`src/rtl/trap_seq_pkg.sv`:
```
// trap_seq_pkg: CSR addresses, trap cause codes and shared types for the trap sequencer
package trap_seq_pkg;
  localparam int XLEN = 64;
  localparam int CSR_ADDR_W = 12;
  localparam logic [CSR_ADDR_W-1:0] CSR_MSTATUS = 12'h300;
  localparam logic [CSR_ADDR_W-1:0] CSR_MTVEC = 12'h305;
  localparam logic [CSR_ADDR_W-1:0] CSR_MEPC = 12'h341;
  localparam logic [CSR_ADDR_W-1:0] CSR_MCAUSE = 12'h342;
  localparam logic [XLEN-1:0] CAUSE_MTI = 64'h8000_0000_0000_0007;
  localparam logic [XLEN-1:0] CAUSE_ECALL = 64'd11;
  typedef enum logic {K_TRAP, K_RET} kind_t;
endpackage

```
`src/rtl/trap_seq_if.sv`:
```
// trap_seq_if: commit-boundary event, CSR view and CSR write/redirect port of the trap sequencer
interface trap_seq_if;
  import trap_seq_pkg::*;
  logic i_instr_valid;
  logic [XLEN-1:0] i_pc;
  logic i_ecall;
  logic i_mret;
  logic i_global_int_en;
  logic i_mtime_int_en;
  logic i_mtime_int_pend;
  logic [XLEN-1:0] i_csr_mtvec;
  logic [XLEN-1:0] i_csr_mepc;
  logic [XLEN-1:0] i_csr_mstatus;
  logic i_cpu_csr_wen;
  logic o_csr_wen;
  logic [CSR_ADDR_W-1:0] o_csr_waddr;
  logic [XLEN-1:0] o_csr_wdata;
  logic o_busy;
  logic o_redirect;
  logic [XLEN-1:0] o_redirect_pc;
  modport master (
    output i_instr_valid, i_pc, i_ecall, i_mret, i_global_int_en, i_mtime_int_en, i_mtime_int_pend,
    output i_csr_mtvec, i_csr_mepc, i_csr_mstatus, i_cpu_csr_wen,
    input o_csr_wen, o_csr_waddr, o_csr_wdata, o_busy, o_redirect, o_redirect_pc
  );
  modport slave (
    input i_instr_valid, i_pc, i_ecall, i_mret, i_global_int_en, i_mtime_int_en, i_mtime_int_pend,
    input i_csr_mtvec, i_csr_mepc, i_csr_mstatus, i_cpu_csr_wen,
    output o_csr_wen, o_csr_waddr, o_csr_wdata, o_busy, o_redirect, o_redirect_pc
  );
endinterface

```
`src/rtl/trap_seq.sv`:
```
// trap_seq: sequences mepc/mcause/mstatus writes and the fetch redirect for traps and MRET
module trap_seq
  import trap_seq_pkg::*;
#(
  parameter bit VECTORED_EN = 1'b1
) (
  input logic clk,
  input logic rst,
  trap_seq_if.slave bus
);
  localparam logic [2:0] S_IDLE = 3'd0;
  localparam logic [2:0] S_MEPC = 3'd1;
  localparam logic [2:0] S_MCAUSE = 3'd2;
  localparam logic [2:0] S_MSTATUS = 3'd3;
  localparam logic [2:0] S_REDIR = 3'd4;
  typedef enum logic [2:0] {
    IDLE = S_IDLE,
    W_MEPC = S_MEPC,
    W_MCAUSE = S_MCAUSE,
    W_MSTATUS = S_MSTATUS,
    REDIRECT = S_REDIR
  } state_t;
  state_t state;
  logic [XLEN-1:0] epc;
  logic [XLEN-1:0] cause;
  logic is_int;
  kind_t kind;
  logic irq;
  logic take;
  logic [XLEN-1:0] ms;
  logic [XLEN-1:0] ms_trap;
  logic [XLEN-1:0] ms_ret;
  logic [XLEN-1:0] base;
  logic [XLEN-1:0] trap_pc;
  assign irq = bus.i_global_int_en & bus.i_mtime_int_en & bus.i_mtime_int_pend;
  assign take = bus.i_instr_valid & (irq | bus.i_ecall);
  assign ms = bus.i_csr_mstatus;
  assign ms_trap = {ms[63:13], 2'b11, ms[10:8], ms[3], ms[6:4], 1'b0, ms[2:0]};
  assign ms_ret = {ms[63:13], 2'b11, ms[10:8], 1'b1, ms[6:4], ms[7], ms[2:0]};
  assign base = {bus.i_csr_mtvec[63:2], 2'b00};
  assign trap_pc = (VECTORED_EN && bus.i_csr_mtvec[1:0] == 2'b01 && is_int) ? base + {56'd0, cause[5:0], 2'b00} : base;
  // Event capture and write sequencing; write states stall while the CPU owns the CSR file
  always_ff @(posedge clk) begin
    if (rst) begin
      state <= IDLE;
      epc <= '0;
      cause <= '0;
      is_int <= 1'b0;
      kind <= K_TRAP;
    end else begin
      case (state)
        IDLE: begin
          if (take) begin
            epc <= bus.i_pc;
            cause <= irq ? CAUSE_MTI : CAUSE_ECALL;
            is_int <= irq;
            kind <= K_TRAP;
            state <= W_MEPC;
          end else if (bus.i_instr_valid && bus.i_mret) begin
            kind <= K_RET;
            state <= W_MSTATUS;
          end
        end
        W_MEPC: state <= bus.i_cpu_csr_wen ? W_MEPC : W_MCAUSE;
        W_MCAUSE: state <= bus.i_cpu_csr_wen ? W_MCAUSE : W_MSTATUS;
        W_MSTATUS: state <= bus.i_cpu_csr_wen ? W_MSTATUS : REDIRECT;
        default: state <= IDLE;
      endcase
    end
  end
  // Output decode from the current state; mstatus and mepc are taken live from the CSR file
  always_comb begin
    bus.o_busy = state != IDLE;
    bus.o_csr_wen = state == W_MEPC || state == W_MCAUSE || state == W_MSTATUS;
    bus.o_csr_waddr = state == W_MEPC ? CSR_MEPC : state == W_MCAUSE ? CSR_MCAUSE : state == W_MSTATUS ? CSR_MSTATUS : '0;
    bus.o_csr_wdata = state == W_MEPC ? epc : state == W_MCAUSE ? cause : state == W_MSTATUS ? (kind == K_RET ? ms_ret : ms_trap) : '0;
    bus.o_redirect = state == REDIRECT;
    bus.o_redirect_pc = state != REDIRECT ? '0 : kind == K_RET ? bus.i_csr_mepc : trap_pc;
  end
endmodule

```
`src/flat_wrapper.sv`:
```
// flat-port wrapper written by rule: the top's interface ports become plain ports
module trap_seq_flat import trap_seq_pkg::*;
#(
  parameter bit VECTORED_EN = 1'b1
)
  (clk, rst, bus_i_instr_valid, bus_i_pc, bus_i_ecall, bus_i_mret, bus_i_global_int_en, bus_i_mtime_int_en, bus_i_mtime_int_pend, bus_i_csr_mtvec, bus_i_csr_mepc, bus_i_csr_mstatus, bus_i_cpu_csr_wen, bus_o_csr_wen, bus_o_csr_waddr, bus_o_csr_wdata, bus_o_busy, bus_o_redirect, bus_o_redirect_pc);
  trap_seq_if bus_i ();
  input logic clk;
  input logic rst;
  input wire logic [$bits(bus_i.i_instr_valid)-1:0] bus_i_instr_valid;
  input wire logic [$bits(bus_i.i_pc)-1:0] bus_i_pc;
  input wire logic [$bits(bus_i.i_ecall)-1:0] bus_i_ecall;
  input wire logic [$bits(bus_i.i_mret)-1:0] bus_i_mret;
  input wire logic [$bits(bus_i.i_global_int_en)-1:0] bus_i_global_int_en;
  input wire logic [$bits(bus_i.i_mtime_int_en)-1:0] bus_i_mtime_int_en;
  input wire logic [$bits(bus_i.i_mtime_int_pend)-1:0] bus_i_mtime_int_pend;
  input wire logic [$bits(bus_i.i_csr_mtvec)-1:0] bus_i_csr_mtvec;
  input wire logic [$bits(bus_i.i_csr_mepc)-1:0] bus_i_csr_mepc;
  input wire logic [$bits(bus_i.i_csr_mstatus)-1:0] bus_i_csr_mstatus;
  input wire logic [$bits(bus_i.i_cpu_csr_wen)-1:0] bus_i_cpu_csr_wen;
  output wire logic [$bits(bus_i.o_csr_wen)-1:0] bus_o_csr_wen;
  output wire logic [$bits(bus_i.o_csr_waddr)-1:0] bus_o_csr_waddr;
  output wire logic [$bits(bus_i.o_csr_wdata)-1:0] bus_o_csr_wdata;
  output wire logic [$bits(bus_i.o_busy)-1:0] bus_o_busy;
  output wire logic [$bits(bus_i.o_redirect)-1:0] bus_o_redirect;
  output wire logic [$bits(bus_i.o_redirect_pc)-1:0] bus_o_redirect_pc;
  assign bus_i.i_instr_valid = bus_i_instr_valid;
  assign bus_i.i_pc = bus_i_pc;
  assign bus_i.i_ecall = bus_i_ecall;
  assign bus_i.i_mret = bus_i_mret;
  assign bus_i.i_global_int_en = bus_i_global_int_en;
  assign bus_i.i_mtime_int_en = bus_i_mtime_int_en;
  assign bus_i.i_mtime_int_pend = bus_i_mtime_int_pend;
  assign bus_i.i_csr_mtvec = bus_i_csr_mtvec;
  assign bus_i.i_csr_mepc = bus_i_csr_mepc;
  assign bus_i.i_csr_mstatus = bus_i_csr_mstatus;
  assign bus_i.i_cpu_csr_wen = bus_i_cpu_csr_wen;
  assign bus_o_csr_wen = bus_i.o_csr_wen;
  assign bus_o_csr_waddr = bus_i.o_csr_waddr;
  assign bus_o_csr_wdata = bus_i.o_csr_wdata;
  assign bus_o_busy = bus_i.o_busy;
  assign bus_o_redirect = bus_i.o_redirect;
  assign bus_o_redirect_pc = bus_i.o_redirect_pc;
  trap_seq #(.VECTORED_EN(VECTORED_EN)) u_core (.clk(clk), .rst(rst), .bus(bus_i));
endmodule
```
`config.mk`:
```
export PLATFORM = sky130hd
export DESIGN_NAME = trap_seq_flat
export DESIGN_NICKNAME = d
export VERILOG_FILES = /design/src/rtl/trap_seq_pkg.sv /design/src/rtl/trap_seq_if.sv /design/src/rtl/trap_seq.sv /design/src/flat_wrapper.sv
export SDC_FILE = /design/constraint.sdc
export NUM_CORES = 1
export LEC_CHECK = 0
export CAP_MARGIN = 10
export CORE_AREA = 2 2 158 160
export CTS_CLUSTER_SIZE = 12
export DETAILED_ROUTE_END_ITERATION = 7
export DIE_AREA = 0 0 160 162
export PLACE_DENSITY = 0.67
export SLEW_MARGIN = 25
export SYNTH_ARGS = -nofsm -noshare
export SYNTH_HDL_FRONTEND = slang
export SYNTH_SLANG_ARGS = --single-unit
```
`constraint.sdc`:
```
create_clock -name clk -period 11.3 [get_ports clk]
set_clock_uncertainty 0.05 [all_clocks]
set_input_delay 2.825 -clock clk [delete_from_list [all_inputs] [get_ports clk]]
set_output_delay 2.825 -clock clk [all_outputs]
set_load 0.005 [all_outputs]
```
# Word level (Yosys, flattened, before mapping)
# Index checks and enable logic that the tools add are counted.
# word_totals
regBits	133
inputBits	265
out_inout_bits	143
elab_cells	45
# op_classes
n_addsub	1
eq_ne	7
mux	19
n_bitwise	4
reduce_logical	9
# ops
op	count
$mux 64	7
$add 64x8->64	1
$mux 12	2
$pmux 3 s4	1
$mux 10	1
$mux 3	3
$mux 8	1
$eq 3x2->1 const B	2
$reduce_and 2->1	2
$and 1x1->1	3
$eq 3x1->1 const B	1
$eq 3x3->1 const B	1
$logic_not 3->1	1
$mux 1	3
$ne 3x1->1 const B	1
$ne 3x3->1 const B	1
$reduce_bool 3->1	1
$eq 2x1->1 const B	1
$logic_and 1x1->1	2
$logic_or 1x1->1	2
$mux 2	1
$reduce_bool 2->1	1
$or 1x1->1	1

# Logic depth before layout (Yosys ltp)
# Gate-level depths: netlist of the first run.
# depth
word_depth	6
mapped_depth	10
mapped_depth_nobuf	9

# Worst setup path before layout of the first run
# Ideal clock, no wire load.
# synth_path
path_type	input to output
startpoint	input port bus_i_csr_mtvec[2]
endpoint	output port bus_o_redirect_pc[56]
t_arrival_ps	4837
path_slack_ps	3588
path_stages	10
cell_sequence	ha_1 -> inv_1 -> fa_1 -> nand2b_1 -> a211oi_1 -> and3_1 -> buf_6 -> nand4_1 -> xor2_1 -> a21oi_1
# synth_between
elab_chain_cells	4
# synth_rtl
element	line	rtl
start, declared	flat_wrapper.sv:17	input wire logic [$bits(bus_i.i_csr_mtvec)-1:0] bus_i_csr_mtvec;
$add 64x8->64	trap_seq.sv:41	assign trap_pc = (VECTORED_EN && bus.i_csr_mtvec[1:0] == 2'b01 && is_int) ? base + {56'd0, cause[5:0], 2'b00} ...
$mux 64	trap_seq.sv:41	
$mux 64 (2 in series)	trap_seq.sv:78	bus.o_redirect_pc = state != REDIRECT ? '0 : kind == K_RET ? bus.i_csr_mepc : trap_pc;
end, declared	flat_wrapper.sv:26	output wire logic [$bits(bus_i.o_redirect_pc)-1:0] bus_o_redirect_pc;
# Every way passes these cells.

# Final worst setup path of the first run
# layout_path
startpoint	input port bus_i_csr_mtvec[2]
endpoint	output port bus_o_redirect_pc[58]
# Same word-level chain as after synthesis.

==> flow_summary.json, run 1 <==
{
  "status": "finished, final reports clean",
  "synthCells": 856,
  "antenna_found_initial": 1,
  "nets": 1479,
  "min_from": "u_core.epc[44]",
  "dominantRegCellSynth": "dfxtp_1",
  "cp-end-kind": "primary output",
  "n_antenna_cell": 0,
  "synth-seq-cells": 71,
  "peakVddDrop_v": 0.0000843,
  "netlist_area_um2": 5830,
  "synth_compound_area_frac": 0.183,
  "r2r_setup_slack_ns": 8.80,
  "grt_use_total": 0.194,
  "reg2regPathDepth": 6,
  "clock_latency_ns": 0.32,
  "fin_crit_ns": 9.13,
  "grt_pass1_vias": 7107,
  "cts_buffers": 9,
  "async_flop_share": 0,
  "avgSynthCellArea_um2": 6.81,
  "pin_count": 408,
  "ys_seq_area_frac": 0.244,
  "grt.overflow.total": 0,
  "yosys-mux-area-fraction": 0.107,
  "rr_startpoint": "u_core.state[1]",
  "power_density_nw_per_um2": 84.7,
  "reg2reg_to": "u_core.epc[17]",
  "place_congestion": 0.894,
  "viasPerCell": 4.84,
  "hold_viol": 0,
  "p_leak_uw": 0.00345,
  "slew_headroom": 0.350,
  "totalWireLength_mm": 26.8,
  "yosys.area_share.adder": 0.0120,
  "yosys_warnings": 0,
  "dieArea_um2": 25900,
  "start_util": 0.242,
  "grt_max_degree": 111,
  "holdPathEnd": "u_core.epc[44]",
  "die_h_um": 162,
  "synth_top_family_by_area": "simple AND/OR/NAND/NOR gates",
  "synth-edff-count": 0,
  "wl_per_cell_um": 17.4,
  "cp.required_ns": 8.43,
  "drc": 0,
  "via_count": 7440,
  "crit_type": "primary input to primary output",
  "area_growth_syn_to_layout_pct": 76.5,
  "holdPathStages": 2,
  "portBuffers": 398,
  "die_w_um": 160,
  "yosys.area_share.xor_xnor": 0.0871,
  "yosys-top-cells-area": "dfxtp_1, a21oi_1, nand2_1, mux2i_1, nor2_1",
  "drive_gt1_frac": 0.0420,
  "cp-start-kind": "primary input",
  "cts-resized-gates": 0,
  "holdBufCountCts": 0,
  "max-clock-path-buffers": 2,
  "fin_setup_tns_ns": 0,
  "ys_types": 51,
  "num_rows": 57,
  "cts_root_buf": "clkbuf_16",
  "post_cts_buffers": 0,
  "worstPathMaxFanout": 12,
  "cts_tree": "yes",
  "nFillCells": 2531,
  "place_area_um2": 10000,
  "cp_data_arrival_time_ns": 6.25,
  "ant_nets": 0,
  "first_iter_violations": 487,
  "setup_viol": 0,
  "synthSimpleGateAreaFrac": 0.305,
  "tightest_slew_ns": 0.975,
  "hold_path_class": "flop to flop",
  "report.final.slew_viol_count": 0,
  "fmax_ghz": 0.110,
  "cts_max_level": 3,
  "cap_viol_max_count": 0,
  "rsz0062_at_grt": "false",
  "dr.pass1.iters": 5,
  "finalCritPeriodShare": 0.808,
  "grt_pass1_wl_mm": 39.8,
  "synth_top_area_frac": 0.244,
  "synth.largest_area_cell": "dfxtp_1",
  "numClockSinks": 71,
  "dpl.hpwl_mm": 20.4,
  "core_area_um2": 24100,
  "clk_pin_slew_ns": 0.06,
  "stdcell_area_um2": 10300
}
==> worst max-delay path by stage <==
stage	from	endpoint	slack (ns)	cells after the start
final	bus_i_csr_mtvec[2]	bus_o_redirect_pc[58]	2.17	12
after global routing	bus_i_csr_mtvec[2]	bus_o_redirect_pc[58]	2.03	12
after CTS	bus_i_csr_mtvec[2]	bus_o_redirect_pc[50]	2.20	12
after detailed placement	bus_i_csr_mtvec[2]	bus_o_redirect_pc[50]	2.22	12
after global placement	bus_i_csr_mtvec[2]	bus_o_redirect_pc[50]	2.22	12
after floorplan	bus_i_csr_mtvec[2]	bus_o_redirect_pc[56]	3.59	10
==> where the power goes <==
part,total [uW],leakage (uW),internal (uW),switching (uW)
clock network,287,0.000140,172,115
logic,303,0.00273,167,136
registers,282,0.000580,268,13.7
total,872,0.00345,606,265
==> critical path, cell delays in order <==
cell and delay (ns):
clkdlybuf4s50_1 0.49, ha_1 0.19, inv_1 0.06, fa_1 0.40, nand2b_1 0.20, a211oi_1 0.20, buf_4 0.19, and3_1 0.49
nand4_1 0.18, xor2_1 0.18, a21oi_1 0.28, clkdlybuf4s50_1 0.57
==> metrics by stage <==
| stage | worst slack [ns] | cells | power [uW] | hold slack, ns | utilization |
|---|---|---|---|---|---|
| after floorplan | 3.59 | 862 | 420 | 0.384 | - |
| after CTS | 2.20 | 1538 | 883 | 0.404 | 0.427 |
| after global placement | 2.22 | 1522 | 589 | 0.391 | 0.415 |
| final | 2.17 | 1538 | 872 | 0.403 | 0.427 |
| after global routing | 2.03 | 1538 | 917 | 0.421 | 0.427 |
| after detailed placement | 2.22 | 1522 | 590 | 0.395 | 0.415 |
==> final cells by class <==
| type | instances | area, um^2 | area share |
|---|---|---|---|
| multi-input cells | 709 | 4080 | 0.397 |
| flip-flops and latches | 71 | 1430 | 0.138 |
| clock buffers | 11 | 233 | 0.0226 |
| repair buffers | 406 | 4040 | 0.393 |
| clock inverters | 5 | 60.1 | 0.00583 |
| well taps | 324 | 405 | 0.0394 |
| inverters | 12 | 45.0 | 0.00438 |
==> kinds of logic (layout without fill, tap and decap cells) <==
kind of cell	Yosys count	count (layout)
AOI/OAI and AO/OA	205	205
xor gates and xnor gates	58	58
adders and majority gates	5	5
buffers and inverters	82	434
DFF	71	71
muxes	62	62
other	1	7
and+or+nand+nor	372	372
==> layer usage <==
| metal | up-vias | wire (um) | global-route usage |
|---|---|---|---|
| li1 | 3628 | - | - |
| met1 | 3414 | 10800 | 0.229 |
| met2 | 358 | 12700 | 0.332 |
| met3 | 40 | 2370 | 0.0559 |
| met4 | 0 | 931 | 0.0790 |
| met5 | - | 0 | 0 |
==> synth_stat cells (all sizes together) (18+ instances only) <==
master	number
mux2i	58
a21oi	132
nor2	100
nor3	18
nand2	165
buf	22
clkbuf	48
xnor2	31
nand3	23
dfxtp	71
nand4	22
xor2	27
o21ai	58
==> registers in the layout, summed over array words and instances, names as in the netlist <==
| signal | count |
|---|---|
| u_core.epc | 64 |
| u_core.state | 3 |
| u_core.kind | 1 |
| u_core.cause | 3 |
==> layout by cell type, fill, tap and decap left out, drive strengths merged, types with 3 or more instances in the layout <==
master and instances:
inv 12, nor4 6, buf 9, clkinv 3, clkdlybuf4s50 397, and3 14
nor2 100, mux2i 58, ha 4, nand2b 5, mux2 4, a31oi 3
and4 3, xnor2 31, nand4 22, nor3 18, a211oi 4, nand3 23
a21oi 132, clkbuf 11, nand2 165, o21ai 58, dfxtp 71, conb 7
xor2 27
Power figures use the tool's default switching activity.
==> run 2, diff against run 1 <==
CORE_AREA = 2 2 160 162   (was 2 2 158 160)
DIE_AREA = 0 0 162 164   (was 0 0 160 162)
PLACE_DENSITY = 0.66   (was 0.67)
clock period = 9.32 ns   (was 11.3 ns; I/O delays follow)
==> run 2 against run 1 <==
Effect of this change: combinational power up 20%; count of clock-buffer cells in the layout down 2; register-to-register slack worse by 2.4 ns; cell count up 0.59%; die area up 2.5%; worst setup slack worse by 0.99 ns; critical endpoint is now bus_o_redirect_pc[62]; first-iteration DRC count down 17%; cell area up 0.62%; critical path depth unchanged; sequential share of layout area down 0.085 points; flip-flop and latch count unchanged; largest power group is now clock; via count down 1.7%.
==> flow_summary.json, run 2 (synthesis gave the netlist of run 1 again) <==
{
  "peakVddDrop_v": 0.000102,
  "tightest_slew_ns": 0.917,
  "cp-start-kind": "primary input",
  "die_w_um": 162,
  "cap_viol_max_count": 0,
  "power_density_nw_per_um2": 106,
  "largestRegisters": "u_core.epc (64), u_core.cause (3), u_core.state (3)",
  "wl_per_cell_um": 17.3,
  "totalWireLength_mm": 26.7,
  "cp-end-kind": "primary output",
  "fin_crit_ns": 8.14,
  "cts-resized-gates": 0,
  "clk_pin_slew_ns": 0.06,
  "final_cell_mix": "clkdlybuf4s50_1, nand2_1, a21oi_1, nor2_1, dfxtp_1",
  "dr_wl_met2_mm": 12.8,
  "cts_root_buf": "clkbuf_16",
  "antenna_found_initial": 0,
  "first_iter_violations": 404,
  "r2r_setup_slack_ns": 6.45,
  "status": "finished, final reports clean",
  "hold_viol": 0,
  "viasPerCell": 4.73,
  "cts_buffers": 9,
  "nets": 1482,
  "start_util": 0.235,
  "largest_register": "u_core.epc",
  "rsz0062_at_grt": "false",
  "setup_viol": 0,
  "cts_max_level": 3,
  "top_layer_used": "met4",
  "grt_pass1_vias": 7060,
  "finalCritPeriodShare": 0.873,
  "min_from": "u_core.epc[8]",
  "holdPathEnd": "u_core.epc[8]",
  "place_congestion": 0.908,
  "grt_use_total": 0.188,
  "worstPathMaxFanout": 12,
  "critPathMaxStageDelay_ns": 0.61,
  "cp.required_ns": 6.94,
  "pin_count": 408,
  "worstPathCellList": "clkdlybuf4s50_1, ha_1, inv_1, fa_1, nand2b_1, a211oi_1, buf_4, and3_1, nand3_1, xor2_1, a21oi_1, clkdlybuf4s50_1",
  "cp_data_arrival_time_ns": 5.76,
  "drc": 0,
  "reg2reg_to": "u_core.epc[43]",
  "slowest_stage": "clkdlybuf4s50_1",
  "grt_pass1_wl_mm": 39.3,
  "dpl.hpwl_mm": 20.7,
  "hold_path_class": "flop to flop",
  "max-clock-path-buffers": 2,
  "dr_wl_met3_mm": 2.56,
  "n_antenna_cell": 0,
  "drive_gt1_frac": 0.0460,
  "hold-worst-slack_ns": 0.403,
  "portBuffers": 398,
  "grt_max_degree": 104,
  "cts_tree": "yes",
  "crit_type": "primary input to primary output",
  "startpoint": "bus_i_csr_mtvec[2]",
  "core_area_um2": 24800,
  "holdPathStages": 2,
  "largest_register_ffs": 64,
  "layout_commonest_cell": "clkdlybuf4s50_1",
  "reg2regPathDepth": 6,
  "met1Wirelength_mm": 10.6,
  "slew_headroom": 0.389,
  "clock_latency_ns": 0.33,
  "grt.overflow.total": 0,
  "num_rows": 58,
  "area_growth_syn_to_layout_pct": 77.6,
  "ant_nets": 0,
  "crit_top_cell": "clkdlybuf4s50_1",
  "rr_startpoint": "u_core.state[1]",
  "post_cts_buffers": 0,
  "holdBufCountCts": 0,
  "numClockSinks": 71,
  "dr.pass1.iters": 5,
  "report.final.slew_viol_count": 0,
  "via_count": 7311,
  "p_leak_uw": 0.00349,
  "die_h_um": 164,
  "fin_setup_tns_ns": 0,
  "dieArea_um2": 26600,
  "fmax_ghz": 0.123
}
## run 2: critical path, delay by kind of cell
family | cells | cell delay (ns)
adder cells (fa/ha/maj) | 2 | 0.58
buffers and inverters | 4 | 1.34
AND/OR/NAND/NOR | 3 | 0.90
AO/OA/AOI/OAI | 2 | 0.43
XOR/XNOR | 1 | 0.17
## run 2: final cells by class
cell class,count,area [um^2]
repair buffers,409,4060
inverters,12,45.0
flip-flops and latches,71,1430
clock buffers,9,225
fillers,2586,14500
multi-input cells,709,4080
well taps,330,413
clock inverters,7,105
## run 2: worst max path at each step
stage / to
after CTS: bus_o_redirect_pc[44]
after global routing: bus_o_redirect_pc[62]
after floorplan: bus_o_redirect_pc[56]
after detailed placement: bus_o_redirect_pc[44]
final: bus_o_redirect_pc[62]
after global placement: bus_o_redirect_pc[56]
## run 2: power breakdown
part / switching [uW] / leakage, uW / internal [uW]
registers: 21.7 / 0.000580 / 325
logic: 161 / 0.00275 / 202
clock network: 148 / 0.000158 / 238
total: 331 / 0.00349 / 765
## run 2: metal layers
| layer | vias to the layer above | global-route usage |
|---|---|---|
| met2 | 329 | 0.325 |
| met1 | 3314 | 0.223 |
| met4 | 0 | 0.0648 |
| li1 | 3631 | - |
| met3 | 37 | 0.0551 |
| met5 | - | 0 |
## run 2: per-stage QoR
stage          cell area [um^2]  setup WS, ns  instances   util  power, uW
2_1_floorplan              5860          2.60        862      -        510
3_3_place_gp              10000          1.16       1531  0.404        715
3_5_place_dp              10000          1.16       1531  0.404        718
4_1_cts                   10400          1.16       1547  0.417       1110
5_1_grt                   10400         0.964       1547  0.417       1150
6_report                  10400          1.18       1547  0.417       1100
